$ cat src/rtl/k423_pkg.sv
// Shared types and constants for the k423 load/store unit.
package k423_pkg;

  // Byte strobe width for the 32-bit data path
  localparam int STRB_W = 4;

  // Access size encodings presented by EX
  localparam int            SIZE_W    = 2;
  localparam logic [SIZE_W-1:0] SIZE_BYTE = 2'd0;
  localparam logic [SIZE_W-1:0] SIZE_HALF = 2'd1;
  localparam logic [SIZE_W-1:0] SIZE_WORD = 2'd2;

  typedef enum logic [2:0] {
    ST_IDLE,
    ST_REQ,
    ST_WAIT,
    ST_DONE,
    ST_DRAIN
  } lsu_state_e;

endpackage

$ cat src/rtl/k423_lsu_align.sv
// Byte strobe, lane replication and misalignment detection for one access.
module k423_lsu_align
  import k423_pkg::*;
(
  input  logic              store,
  input  logic [SIZE_W-1:0] size,
  input  logic [1:0]        addr_lo,
  input  logic [31:0]       lane_data,
  output logic [STRB_W-1:0] wstrb,
  output logic [31:0]       wdata,
  output logic              misalign
);

  // Decode size into strobes/replicated data; loads carry no strobes or data
  always_comb begin
    wstrb    = 4'b1111;
    wdata    = lane_data;
    misalign = 1'b0;
    case (size)
      SIZE_BYTE: begin
        wstrb = 4'b0001 << addr_lo;
        wdata = {4{lane_data[7:0]}};
      end
      SIZE_HALF: begin
        wstrb    = 4'b0011 << {addr_lo[1], 1'b0};
        wdata    = {2{lane_data[15:0]}};
        misalign = addr_lo[0];
      end
      default: begin
        misalign = |addr_lo;
      end
    endcase
    if (!store) begin
      wstrb = '0;
      wdata = '0;
    end
  end

endmodule

$ cat src/rtl/k423_lsu.sv
// Load/store request unit: one outstanding memory request, response buffer to MEM.
module k423_lsu
  import k423_pkg::*;
#(
  parameter int ADDR_W = 32,
  parameter int XLEN   = 32
) (
  input  logic              clk_i,
  input  logic              rst_i,
  input  logic              flush_i,
  input  logic              lsu_vld_i,
  output logic              lsu_rdy_o,
  input  logic              lsu_store_i,
  input  logic [SIZE_W-1:0] lsu_size_i,
  input  logic [ADDR_W-1:0] lsu_addr_i,
  input  logic [XLEN-1:0]   lsu_wdata_i,
  output logic              mem_data_req_vld_o,
  input  logic              mem_data_req_rdy_i,
  output logic              mem_data_req_we_o,
  output logic [ADDR_W-1:0] mem_data_req_addr_o,
  output logic [STRB_W-1:0] mem_data_req_wstrb_o,
  output logic [XLEN-1:0]   mem_data_req_wdata_o,
  input  logic              mem_data_rsp_vld_i,
  input  logic [XLEN-1:0]   mem_data_rsp_rdata_i,
  output logic              lsu_out_vld_o,
  input  logic              lsu_out_rdy_i,
  output logic [XLEN-1:0]   lsu_out_rdata_o,
  output logic              lsu_out_err_o
);

  lsu_state_e        state, state_nxt;
  logic [ADDR_W-1:0] addr_q;
  logic              we_q;
  logic [STRB_W-1:0] wstrb_q;
  logic [XLEN-1:0]   wdata_q;
  logic [XLEN-1:0]   rdata_q;
  logic              err_q;

  logic [STRB_W-1:0] al_wstrb;
  logic [XLEN-1:0]   al_wdata;
  logic              al_misalign;
  logic              accept;
  logic              capture;

  k423_lsu_align u_align (
    .store     (lsu_store_i),
    .size      (lsu_size_i),
    .addr_lo   (lsu_addr_i[1:0]),
    .lane_data (lsu_wdata_i),
    .wstrb     (al_wstrb),
    .wdata     (al_wdata),
    .misalign  (al_misalign)
  );

  // State register
  always_ff @(posedge clk_i or posedge rst_i) begin
    if (rst_i) state <= ST_IDLE;
    else       state <= state_nxt;
  end

  // Next state and accept/capture; flush overrides every other event
  always_comb begin
    state_nxt = state;
    lsu_rdy_o = 1'b0;
    capture   = 1'b0;
    case (state)
      ST_IDLE: begin
        lsu_rdy_o = ~flush_i;
        if (lsu_vld_i && !flush_i) state_nxt = al_misalign ? ST_DONE : ST_REQ;
      end
      ST_REQ: begin
        if (flush_i)                 state_nxt = mem_data_req_rdy_i ? ST_DRAIN : ST_IDLE;
        else if (mem_data_req_rdy_i) state_nxt = ST_WAIT;
      end
      ST_WAIT: begin
        if (mem_data_rsp_vld_i) begin
          state_nxt = flush_i ? ST_IDLE : ST_DONE;
          capture   = ~flush_i;
        end else if (flush_i) begin
          state_nxt = ST_DRAIN;
        end
      end
      ST_DONE: begin
        if (flush_i) begin
          state_nxt = ST_IDLE;
        end else if (lsu_out_rdy_i) begin
          // Back-to-back: the slot frees this cycle, so take the next op now
          lsu_rdy_o = 1'b1;
          if (lsu_vld_i) state_nxt = al_misalign ? ST_DONE : ST_REQ;
          else           state_nxt = ST_IDLE;
        end
      end
      ST_DRAIN: begin
        if (mem_data_rsp_vld_i) state_nxt = ST_IDLE;
      end
      default: state_nxt = ST_IDLE;
    endcase
  end

  assign accept = lsu_vld_i & lsu_rdy_o;

  // Op registers (stable while the request waits) and response buffer
  always_ff @(posedge clk_i or posedge rst_i) begin
    if (rst_i) begin
      addr_q  <= '0;
      we_q    <= 1'b0;
      wstrb_q <= '0;
      wdata_q <= '0;
      rdata_q <= '0;
      err_q   <= 1'b0;
    end else if (accept) begin
      addr_q  <= {lsu_addr_i[ADDR_W-1:2], 2'b00};
      we_q    <= lsu_store_i;
      wstrb_q <= al_wstrb;
      wdata_q <= al_wdata;
      rdata_q <= '0;
      err_q   <= al_misalign;
    end else if (capture) begin
      rdata_q <= mem_data_rsp_rdata_i;
    end
  end

  assign mem_data_req_vld_o   = (state == ST_REQ);
  assign mem_data_req_we_o    = we_q;
  assign mem_data_req_addr_o  = addr_q;
  assign mem_data_req_wstrb_o = wstrb_q;
  assign mem_data_req_wdata_o = wdata_q;
  assign lsu_out_vld_o        = (state == ST_DONE);
  assign lsu_out_rdata_o      = rdata_q;
  assign lsu_out_err_o        = err_q;

endmodule

$ cat config.mk
export PLATFORM = sky130hd
export DESIGN_NAME = k423_lsu
export DESIGN_NICKNAME = d
export VERILOG_FILES = /design/src/rtl/k423_pkg.sv /design/src/rtl/k423_lsu_align.sv /design/src/rtl/k423_lsu.sv
export SDC_FILE = /design/constraint.sdc
export NUM_CORES = 1
export LEC_CHECK = 0
export ABC_AREA = 1
export CAP_MARGIN = 20
export CORE_MARGIN = 2
export CORE_UTILIZATION = 42
export CTS_CLUSTER_DIAMETER = 120
export DETAILED_ROUTE_END_ITERATION = 7
export GPL_ROUTABILITY_DRIVEN = 0
export PLACE_DENSITY = 0.81
export SETUP_SLACK_MARGIN = 0.2
export SLEW_MARGIN = 30
export SYNTH_ARGS = -nofsm -noshare
export SYNTH_HDL_FRONTEND = slang
export SYNTH_SLANG_ARGS = --single-unit
$ cat constraint.sdc
create_clock -name clk_i -period 4.2 [get_ports clk_i]
set_input_delay 0.42 -clock clk_i [delete_from_list [all_inputs] [get_ports clk_i]]
set_output_delay 0.42 -clock clk_i [all_outputs]
set_load 0.005 [all_outputs]
==> results of run 1 <==
-- cells by family (layout without fill, tap and decap cells) --
family,after synthesis,after routing
compound gates,83,83
buf+inv,58,252
flops,103,103
other cells,1,2
simple gates,337,337
-- final timing paths --
| path | startpoint | to | slack (ns) |
|---|---|---|---|
| max | state[0]$_DFFE_PP0P_ | lsu_rdy_o | 1.83 |
| min | rst_i | lsu_out_rdata_o[17]$_DFFE_PP0P_ | 0.49 |
| max reg2reg | state[2]$_DFFE_PP0P_ | lsu_out_rdata_o[5]$_DFFE_PP0P_ | 1.97 |
| min reg2reg | mem_data_req_addr_o[8]$_DFFE_PP0P_ | mem_data_req_addr_o[8]$_DFFE_PP0P_ | 0.49 |
| max in group asynchronous | rst_i | mem_data_req_wdata_o[16]$_DFFE_PP0P_ | 2.94 |
| min in group clk_i | mem_data_req_addr_o[8]$_DFFE_PP0P_ | mem_data_req_addr_o[8]$_DFFE_PP0P_ | 0.49 |
-- registers in the layout, indices dropped and copies added (netlist names) --
name,cells
mem_data_req_we_o,1
lsu_out_err_o,1
mem_data_req_addr_o,30
state,3
mem_data_req_wstrb_o,4
mem_data_req_wdata_o,32
lsu_out_rdata_o,32
-- final cells by class --
type                       count  area (um2)  share of cell area
timing repair buffer         211        2100               0.304
clock buffer                   9         124              0.0179
sequential                   103        2580               0.373
multi-input combinational    422        1770               0.257
tap                          140         175              0.0253
clock inverter                 7        62.6             0.00905
inverter                      25         101              0.0147
-- per-layer routing --
metal | vias up | share of wire
li1 | 2198 | -
met1 | 2146 | 0.42
met2 | 171 | 0.48
met3 | 21 | 0.077
met4 | 0 | 0.023
met5 | - | 0
-- worst register-to-register path, delay by kind of cell (launching register included) --
kind	cells	cell delay (ns)
compound gates	1	0.09
buf+inv	1	0.45
flops	1	0.48
simple gates	4	1.06
-- report_power, final --
part | internal, W | leakage [nW] | switching, W
clock | 0.000229 | 0.0927 | 0.000370
combinational | 0.00104 | 1.77 | 0.000740
sequential | 0.00141 | 1.34 | 0.000260
total | 0.00268 | 3.21 | 0.00137
-- cell usage after synthesis --
cell	instances	share of area
inv_1	20	0.016
nor2_4	1	0.0024
buf_6	3	0.0073
dfrtp_1	103	0.56
conb_1	1	0.00081
o21ai_0	13	0.014
nor3_1	2	0.0022
nor2_1	27	0.022
nand4_1	5	0.0068
nand2_1	273	0.22
or2_2	12	0.016
nor2_2	2	0.0027
buf_2	16	0.017
clkinv_1	1	0.00081
o21ai_1	29	0.031
inv_2	4	0.0033
buf_4	3	0.0049
nand3_1	14	0.015
clkbuf_1	11	0.0089
a21oi_1	40	0.043
nand2_2	1	0.0014
o21ai_2	1	0.0019
-- per-stage QoR --
stage           util  hold WS [ns]  std cells
3_3_place_gp   0.623         0.461        901
3_5_place_dp   0.624         0.464        901
4_1_cts        0.641         0.488        917
5_1_grt        0.641         0.523        917
2_1_floorplan      -         0.472        583
6_report       0.641         0.486        917
==> impl_metrics.py, run 1 <==
metrics = {
    "setup_path": {
        "path_depth": 6,
        "critPathLaunchType": "flip-flop",
        "crit_chain": "nor2_2 > nand2_1 > o21ai_2 > inv_1 > nor2_1 > clkdlybuf4s50_1",
        "critPathArrivalTime_ns": 1.95,
        "worst_setup_path_end_kind": "output port",
        "critical_path_class": "flip-flop to output port",
        "slowest_delay_ns": 0.53,
        "r2r_cells": 6,
        "cp_top_family": "buffers and inverters",
        "worstPathMaxFanout": 8,
        "slowest_stage": "clkdlybuf4s50_1",
        "path_buf_inv": 2,
        "required_ns": 3.78,
    },
    "sta": {
        "maxSlewHeadroom": 0.361,
        "setup_violations": 0,
        "post-route-period-util": 0.565,
        "setup_tns_ns": 0,
        "slew_viol_final": 0,
        "clock_skew_ns": 0.0227,
        "tightest_slew_ns": 0.958,
        "fin_crit_ns": 2.37,
        "rsz0062_at_grt": "no",
        "fmax_mhz": 422,
        "fin_ws_ns": 1.83,
        "hold_viol_final": 0,
    },
    "outcome": {
        "status": "completed",
    },
    "pwr": {
        "vdd_drop_max_mv": 0.237,
        "power_density_mw_per_mm2": 586,
        "p_leak_nw": 3.21,
        "power_w": 0.00405,
    },
    "routing": {
        "postRouteAntennaNets": 0,
        "via_per_inst": 4.95,
        "dr.pass1.iters": 5,
        "drt_iter0_drc": 318,
        "vias": 4536,
        "routed_wl_um": 13600,
        "drc": 0,
        "wl_per_cell_um": 14.9,
    },
    "clocking": {
        "cts_buffers": 9,
        "path_clk_slew_ns": 0.12,
        "cts.repair.resized": 0,
        "ctsHoldBuffers": 0,
        "root_buffer": "clkbuf_8",
        "clock-sinks": 103,
        "h-tree-depth": 3,
        "clk_latency_ns": 0.37,
        "cts_tree": "done",
        "post_cts_buffers": 0,
        "cts.path.max_buffers": 2,
    },
    "grt": {
        "grt_first_pass_wirelength_um": 20800,
        "met2_usage": 0.369,
        "grt_util_all_layers": 0.227,
        "met3_usage": 0.0556,
        "grt_remaining_overflow": 0,
        "grt_max_degree": 98,
        "grt_pass1_vias": 4216,
        "grt-busiest-layer": "met2",
        "met1_usage": 0.294,
        "grt_antenna_before_repair": 0,
    },
    "cells_and_area": {
        "final_cell_mix": "nand2_1 (273), clkdlybuf4s50_1 (207), dfrtp_1 (103)",
        "final_area_mm2": 0.00691,
        "nFillCells": 947,
        "diodes": 0,
        "final_common_cell": "nand2_1",
        "area.growth.synth_to_final_pct": 49.8,
        "layout-drive-gt1-share": 0.0541,
        "fin_nets": 878,
    },
    "logic_synthesis": {
        "synthSimpleGateAreaFrac": 0.291,
        "synthAdderAreaFrac": 0,
        "syn_area_mm2": 0.00461,
        "yosysUniqueCellTypes": 22,
        "synthCells": 582,
        "synth_compound_area_frac": 0.0908,
        "synth_top_family_by_area": "simple AND/OR/NAND/NOR gates",
        "seq_area_frac_synth": 0.559,
        "syn_area_per_cell_um2": 7.93,
        "ys_ff_latch": 103,
        "synth_warnings": 0,
        "synth-xor-area-share": 0,
        "muxShareOfSynthArea": 0,
    },
    "floorplan": {
        "rows": 38,
        "die_area_mm2": 0.0118,
        "coreArea_mm2": 0.0108,
        "die_w_um": 109,
        "io-pin-count": 211,
        "die_y_um": 109,
        "start_util": 0.428,
    },
    "placed_design": {
        "dpl-instance-area_mm2": 0.00673,
        "place_hpwl_um": 10000,
        "numPortBuffers": 208,
        "pre_cts_ws_ns": 1.60,
    },
    "run": {
        "maxCapViolations": 0,
    },
    "min_path": {
        "hp-class": "input port to async pin",
    },
}
Note: power is estimated with default switching activity, not from simulation.
==> inputs of run 2 (changes only) <==
==> constraint.sdc (replaced) <==
create_clock -name clk_i -period 2.39 [get_ports clk_i]
set_input_delay 0.239 -clock clk_i [delete_from_list [all_inputs] [get_ports clk_i]]
set_output_delay 0.239 -clock clk_i [all_outputs]
set_load 0.005 [all_outputs]
==> run 2 against run 1 <==
Net effect: cell area rose by 1.2%; count of clock-buffer cells in the layout is the same; sequential cell count unchanged; cell count rose by 0.76%; non-clock buffer count grew 7; critical endpoint is now mem_data_req_vld_o.
==> impl_metrics.py, run 2 (synthesized netlist as in run 1, its figures left out) <==
metrics = {
    "placed_design": {
        "place_hpwl_um": 9700,
        "numPortBuffers": 208,
        "pre_cts_ws_ns": 0.503,
    },
    "cells_and_area": {
        "nFillCells": 906,
        "layout-drive-gt1-share": 0.0638,
        "fin_nets": 885,
        "final_cell_mix": "nand2_1 (273), clkdlybuf4s50_1 (207), dfrtp_1 (101)",
        "diodes": 0,
        "final_common_cell": "nand2_1",
        "area.growth.synth_to_final_pct": 51.7,
    },
    "pwr": {
        "vdd_drop_max_mv": 0.530,
        "comb_power_share": 0.445,
        "power_density_mw_per_mm2": 1020,
        "p_clk_frac": 0.146,
        "p_leak_nw": 3.25,
        "power.net_switching_w": 0.00238,
        "p_sw_frac": 0.334,
        "p_int_w": 0.00475,
        "p_seq_frac": 0.409,
    },
    "routing": {
        "dr.pass1.iters": 5,
        "wl_per_cell_um": 14.2,
        "postRouteAntennaNets": 0,
        "via_per_inst": 4.87,
        "routed_wl_um": 13100,
        "met1_length_um": 5530,
        "route.met2.wl_um": 6250,
        "highest_layer": "met4",
        "vias": 4496,
        "drt_iter0_drc": 363,
        "drc": 0,
        "wl_met3_um": 1120,
    },
    "sta": {
        "fmax_mhz": 493,
        "fin_ws_ns": 0.360,
        "setup_tns_ns": 0,
        "rsz0062_at_grt": "no",
        "slew_viol_final": 0,
        "maxSlewHeadroom": 0.559,
        "clock_skew_ns": 0.0204,
        "fin_crit_ns": 2.03,
        "setup_violations": 0,
        "post-route-period-util": 0.849,
        "tightest_slew_ns": 0.662,
        "hold_viol_final": 0,
    },
    "grt": {
        "grt_pass1_vias": 4179,
        "grt_max_degree": 89,
        "grt_remaining_overflow": 0,
        "grt_antenna_before_repair": 0,
        "grt_util_all_layers": 0.219,
        "grt_first_pass_wirelength_um": 20400,
    },
    "setup_path": {
        "reg2reg_slack_ns": 0.71,
        "worst_setup_path_end_kind": "output port",
        "slowest_stage": "clkdlybuf4s50_1",
        "critPathArrivalTime_ns": 1.79,
        "slowest_delay_ns": 0.49,
        "worstPathMaxFanout": 4,
        "critPathLaunchType": "flip-flop",
        "crit_chain": "buf_4 > nor2_1 > nand2_1 > inv_1 > clkdlybuf4s50_1",
        "critical_path_class": "flip-flop to output port",
        "required_ns": 2.15,
    },
    "clocking": {
        "path_clk_slew_ns": 0.12,
        "cts_tree": "done",
        "h-tree-depth": 3,
        "cts.path.max_buffers": 2,
        "clk_latency_ns": 0.37,
        "root_buffer": "clkbuf_8",
        "cts_buffers": 9,
        "clock-sinks": 103,
    },
    "floorplan": {
        "start_util": 0.428,
        "die_w_um": 109,
        "die_y_um": 109,
        "coreArea_mm2": 0.0108,
        "die_area_mm2": 0.0118,
        "rows": 38,
        "io-pin-count": 211,
    },
    "outcome": {
        "status": "completed",
    },
    "min_path": {
        "hp-class": "input port to flip-flop",
    },
    "run": {
        "maxCapViolations": 0,
    },
}
## run 2: cell count changes in the layout (fill, tap and decap cells not counted), sizes merged
| cell | change |
|---|---|
| clkinvlp | +3 |
| clkinv | -1 |
| dlymetal6s2s | +1 |
| inv | -2 |
| buf | +6 |
## run 2: power groups by stage
stage / logic (W) / clock network (W) / registers, W
6_report: 0.00317 / 0.00104 / 0.00292
2_1_floorplan: 0.00114 / 0 / 0.00296
4_1_cts: 0.00321 / 0.00107 / 0.00292
3_3_place_gp: 0.00311 / 0 / 0.00291
5_1_grt: 0.00350 / 0.00114 / 0.00301
3_5_place_dp: 0.00320 / 0 / 0.00294
## run 2: critical path, delay by kind of cell (launching register included)
kind / cells / cell delay, ns
buf+inv: 3 / 0.71
flops: 1 / 0.45
simple gates: 2 / 0.28
## run 2: layer usage
layer / vias to the layer above / global-route usage
met5: - / 0
met4: 0 / 0.0687
met3: 22 / 0.0592
met2: 184 / 0.364
met1: 2078 / 0.281
li1: 2212 / -
## run 2: area by class of cell
type | instances | area, um2 | share of cell area
Multi-Input combinational cell | 422 | 1770 | 0.253
Tap cell | 140 | 175 | 0.0250
Timing Repair Buffer | 218 | 2180 | 0.312
Clock buffer | 9 | 124 | 0.0177
Sequential cell | 103 | 2580 | 0.369
Inverter | 25 | 97.6 | 0.0139
Clock inverter | 7 | 65.1 | 0.00929
## run 2: final timing paths
kind / from / to / cells after the start
max: state[2]$_DFFE_PP0P_ / mem_data_req_vld_o / 5
min: lsu_addr_i[14] / mem_data_req_addr_o[14]$_DFFE_PP0P_ / 3
max reg2reg: state[2]$_DFFE_PP0P_ / lsu_out_rdata_o[0]$_DFFE_PP0P_ / 7
min reg2reg: mem_data_req_addr_o[20]$_DFFE_PP0P_ / mem_data_req_addr_o[20]$_DFFE_PP0P_ / 2
max in group asynchronous: rst_i / state[0]$_DFFE_PP0P_ / 3
min in group asynchronous: rst_i / mem_data_req_wdata_o[27]$_DFFE_PP0P_ / 3
## run 2: metrics by stage
| step | total power, W | hold slack (ns) | cell area, um2 | std cells | utilization |
|---|---|---|---|---|---|
| final | 0.00713 | 0.394 | 7000 | 924 | 0.649 |
| after global routing | 0.00765 | 0.373 | 7000 | 924 | 0.649 |
| after CTS | 0.00719 | 0.375 | 6990 | 923 | 0.647 |
| after detailed placement | 0.00614 | 0.465 | 6800 | 907 | 0.630 |
| after global placement | 0.00602 | 0.463 | 6800 | 907 | 0.630 |
| after floorplan | 0.00410 | 0.349 | 4620 | 583 | - |
## run 2: timing repair
item,CTS,global route
hold buffers,0,0
buffers inserted,0,1
setup endpoints to repair,0,1
resized for setup,0,3
==> inputs of run 3 (changes only) <==
--- a/config.mk
+++ b/config.mk
@@ -8,11 +8,11 @@
 export ABC_AREA = 1
 export CAP_MARGIN = 20
 export CORE_MARGIN = 2
-export CORE_UTILIZATION = 42
+export CORE_UTILIZATION = 38
 export CTS_CLUSTER_DIAMETER = 120
 export DETAILED_ROUTE_END_ITERATION = 7
 export GPL_ROUTABILITY_DRIVEN = 0
-export PLACE_DENSITY = 0.81
+export PLACE_DENSITY = 0.77
 export SETUP_SLACK_MARGIN = 0.2
 export SLEW_MARGIN = 30
 export SYNTH_ARGS = -nofsm -noshare
==> constraint.sdc (replaced) <==
create_clock -name clk_i -period 1.7 [get_ports clk_i]
set_input_delay 0.17 -clock clk_i [delete_from_list [all_inputs] [get_ports clk_i]]
set_output_delay 0.17 -clock clk_i [all_outputs]
set_load 0.005 [all_outputs]
==> run 3 against run 2 <==
Net effect: the flow now finishes with violations (negative setup slack); clock power rose by 100%; global-route usage rose by 4.2 points; power rose by 85%; core utilization rose by 9.3 points; sequential share of layout area fell by 7.7 points; sequential cell count did not move; worst setup slack got worse by 0.42 ns; non-clock buffer count rose by 63; critical path depth rose by 6.
==> impl_metrics.py, run 3 (synthesized netlist as in run 1, its figures left out) <==
metrics = {
    "setup_path": {
        "critPathLaunchType": "flip-flop",
        "reg2reg_slack_ns": -0.06,
        "required_ns": 1.93,
        "r2r_cells": 11,
        "worst_setup_path_end_kind": "flip-flop",
        "slowest_delay_ns": 0.41,
        "r2r-start": "state[2]$_DFFE_PP0P_",
        "slowest_stage": "dfrtp_1",
        "r2r_end": "mem_data_req_wstrb_o[3]$_DFFE_PP0P_",
        "critPathArrivalTime_ns": 1.99,
        "crit_top_cell": "o21ai_2",
        "crit_chain": "buf_6 > inv_4 > nand3_2 > o21ai_2 > buf_4 > buf_8 > buf_12 > nand2_8 > buf_16 > nand2_1 > o21ai_2",
        "critical_path_class": "flip-flop to flip-flop",
        "worstPathMaxFanout": 7,
    },
    "routing": {
        "via_per_inst": 5.22,
        "vias": 5199,
        "drt_iter0_drc": 382,
        "dr.pass1.iters": 5,
        "routed_wl_um": 18900,
        "postRouteAntennaNets": 0,
        "wl_per_cell_um": 19.0,
        "drc": 0,
    },
    "cells_and_area": {
        "nFillCells": 845,
        "layout-drive-gt1-share": 0.272,
        "multi_input_area_mm2": 0.00233,
        "seqCellArea_mm2": 0.00258,
        "final_cell_mix": "nand2_1 (207), clkdlybuf4s50_1 (203), dfrtp_1 (102)",
        "final_common_cell": "nand2_1",
        "fin_nets": 950,
        "diodes": 0,
        "area.growth.synth_to_final_pct": 91.4,
        "final_area_mm2": 0.00883,
    },
    "grt": {
        "grt_first_pass_wirelength_um": 26700,
        "grt_remaining_overflow": 0,
        "grt_antenna_before_repair": 0,
        "grt_util_all_layers": 0.262,
        "grt_pass1_vias": 5136,
        "grt_max_degree": 45,
    },
    "clocking": {
        "clk_latency_ns": 0.34,
        "clock-sinks": 103,
        "ctsHoldBuffers": 0,
        "h-tree-depth": 3,
        "cts_tree": "done",
        "cts.path.max_buffers": 2,
        "cts_buffers": 9,
        "path_clk_slew_ns": 0.07,
        "root_buffer": "clkbuf_16",
    },
    "floorplan": {
        "die_area_mm2": 0.0130,
        "start_util": 0.387,
        "rows": 40,
        "die_w_um": 114,
        "die_y_um": 114,
        "coreArea_mm2": 0.0119,
        "io-pin-count": 211,
    },
    "sta": {
        "clock_skew_ns": 0.00797,
        "post-route-period-util": 1.04,
        "setup_violations": 87,
        "setup_tns_ns": -1.71,
        "fin_crit_ns": 1.76,
        "slew_viol_final": 0,
        "fin_ws_ns": -0.0600,
        "fmax_mhz": 568,
        "rsz0062_at_grt": "yes",
        "hold_viol_final": 0,
    },
    "placed_design": {
        "dpl-instance-area_mm2": 0.00694,
        "place_hpwl_um": 10200,
        "numPortBuffers": 208,
    },
    "min_path": {
        "hp-class": "input port to async pin",
    },
    "run": {
        "maxCapViolations": 0,
    },
    "pwr": {
        "power_density_mw_per_mm2": 1490,
        "vdd_drop_max_mv": 0.762,
        "p_leak_nw": 4.06,
    },
    "outcome": {
        "violations": "negative setup slack",
        "status": "finished, violations left",
    },
}
## run 3: through the flow
stage	worst slack [ns]	hold slack (ns)	power, W	util	instances
floorplan	0.298	0.280	0.00576	-	583
global placement	0.0605	0.462	0.00859	0.583	925
detailed placement	-0.0119	0.465	0.00874	0.583	925
CTS	0.0240	0.219	0.0120	0.680	978
global route	-0.116	0.239	0.0138	0.741	996
finish	-0.0600	0.205	0.0132	0.741	996
## run 3: power by group
part,switching (W),internal [W]
Sequential,0.000746,0.00350
Combinational,0.00282,0.00401
Clock,0.000952,0.00115
## run 3: layer usage
metal | global-route usage | part of all wire | vias up | wire [um]
met4 | 0.100 | 0.036 | 0 | 687
met2 | 0.464 | 0.52 | 285 | 9900
met5 | 0 | 0 | - | 0
met1 | 0.311 | 0.36 | 2497 | 6880
met3 | 0.0561 | 0.075 | 54 | 1420
li1 | - | - | 2363 | -
## run 3: critical path: cells and delay by family, from the launching register on
family                 cells  cell delay (ns)
AO/OA/AOI/OAI              2             0.22
buffers and inverters      6             0.75
flip-flops                 1             0.41
AND/OR/NAND/NOR            3             0.26
## run 3: layout make-up
type                       count  share of cell area
sequential                   103               0.292
inverter                      25              0.0150
multi-input combinational    423               0.264
timing repair buffer         281               0.373
tap                          147              0.0208
clock buffer                  10              0.0259
clock inverter                 6             0.00793
timing repair inverter         1            0.000992
## run 3: worst max path at each step
| stage | startpoint | end | slack, ns |
|---|---|---|---|
| 2_1_floorplan | rst_i | lsu_out_err_o$_DFFE_PP0P_ | 0.30 |
| 3_3_place_gp | flush_i | lsu_out_rdata_o[17]$_DFFE_PP0P_ | 0.06 |
| 3_5_place_dp | flush_i | lsu_out_rdata_o[18]$_DFFE_PP0P_ | -0.01 |
| 4_1_cts | state[2]$_DFFE_PP0P_ | lsu_rdy_o | 0.02 |
| 5_1_grt | state[2]$_DFFE_PP0P_ | mem_data_req_addr_o[9]$_DFFE_PP0P_ | -0.12 |
| 6_report | state[2]$_DFFE_PP0P_ | mem_data_req_wstrb_o[3]$_DFFE_PP0P_ | -0.06 |
## run 3: repair_timing
action / 4_1_cts / 5_1_grt
setup buffers: 20 / 10
resized for setup: 66 / 139
endpoints found under the setup margin: 73 / 106
pin swaps: 8 / 28
gates cloned: 17 / 8
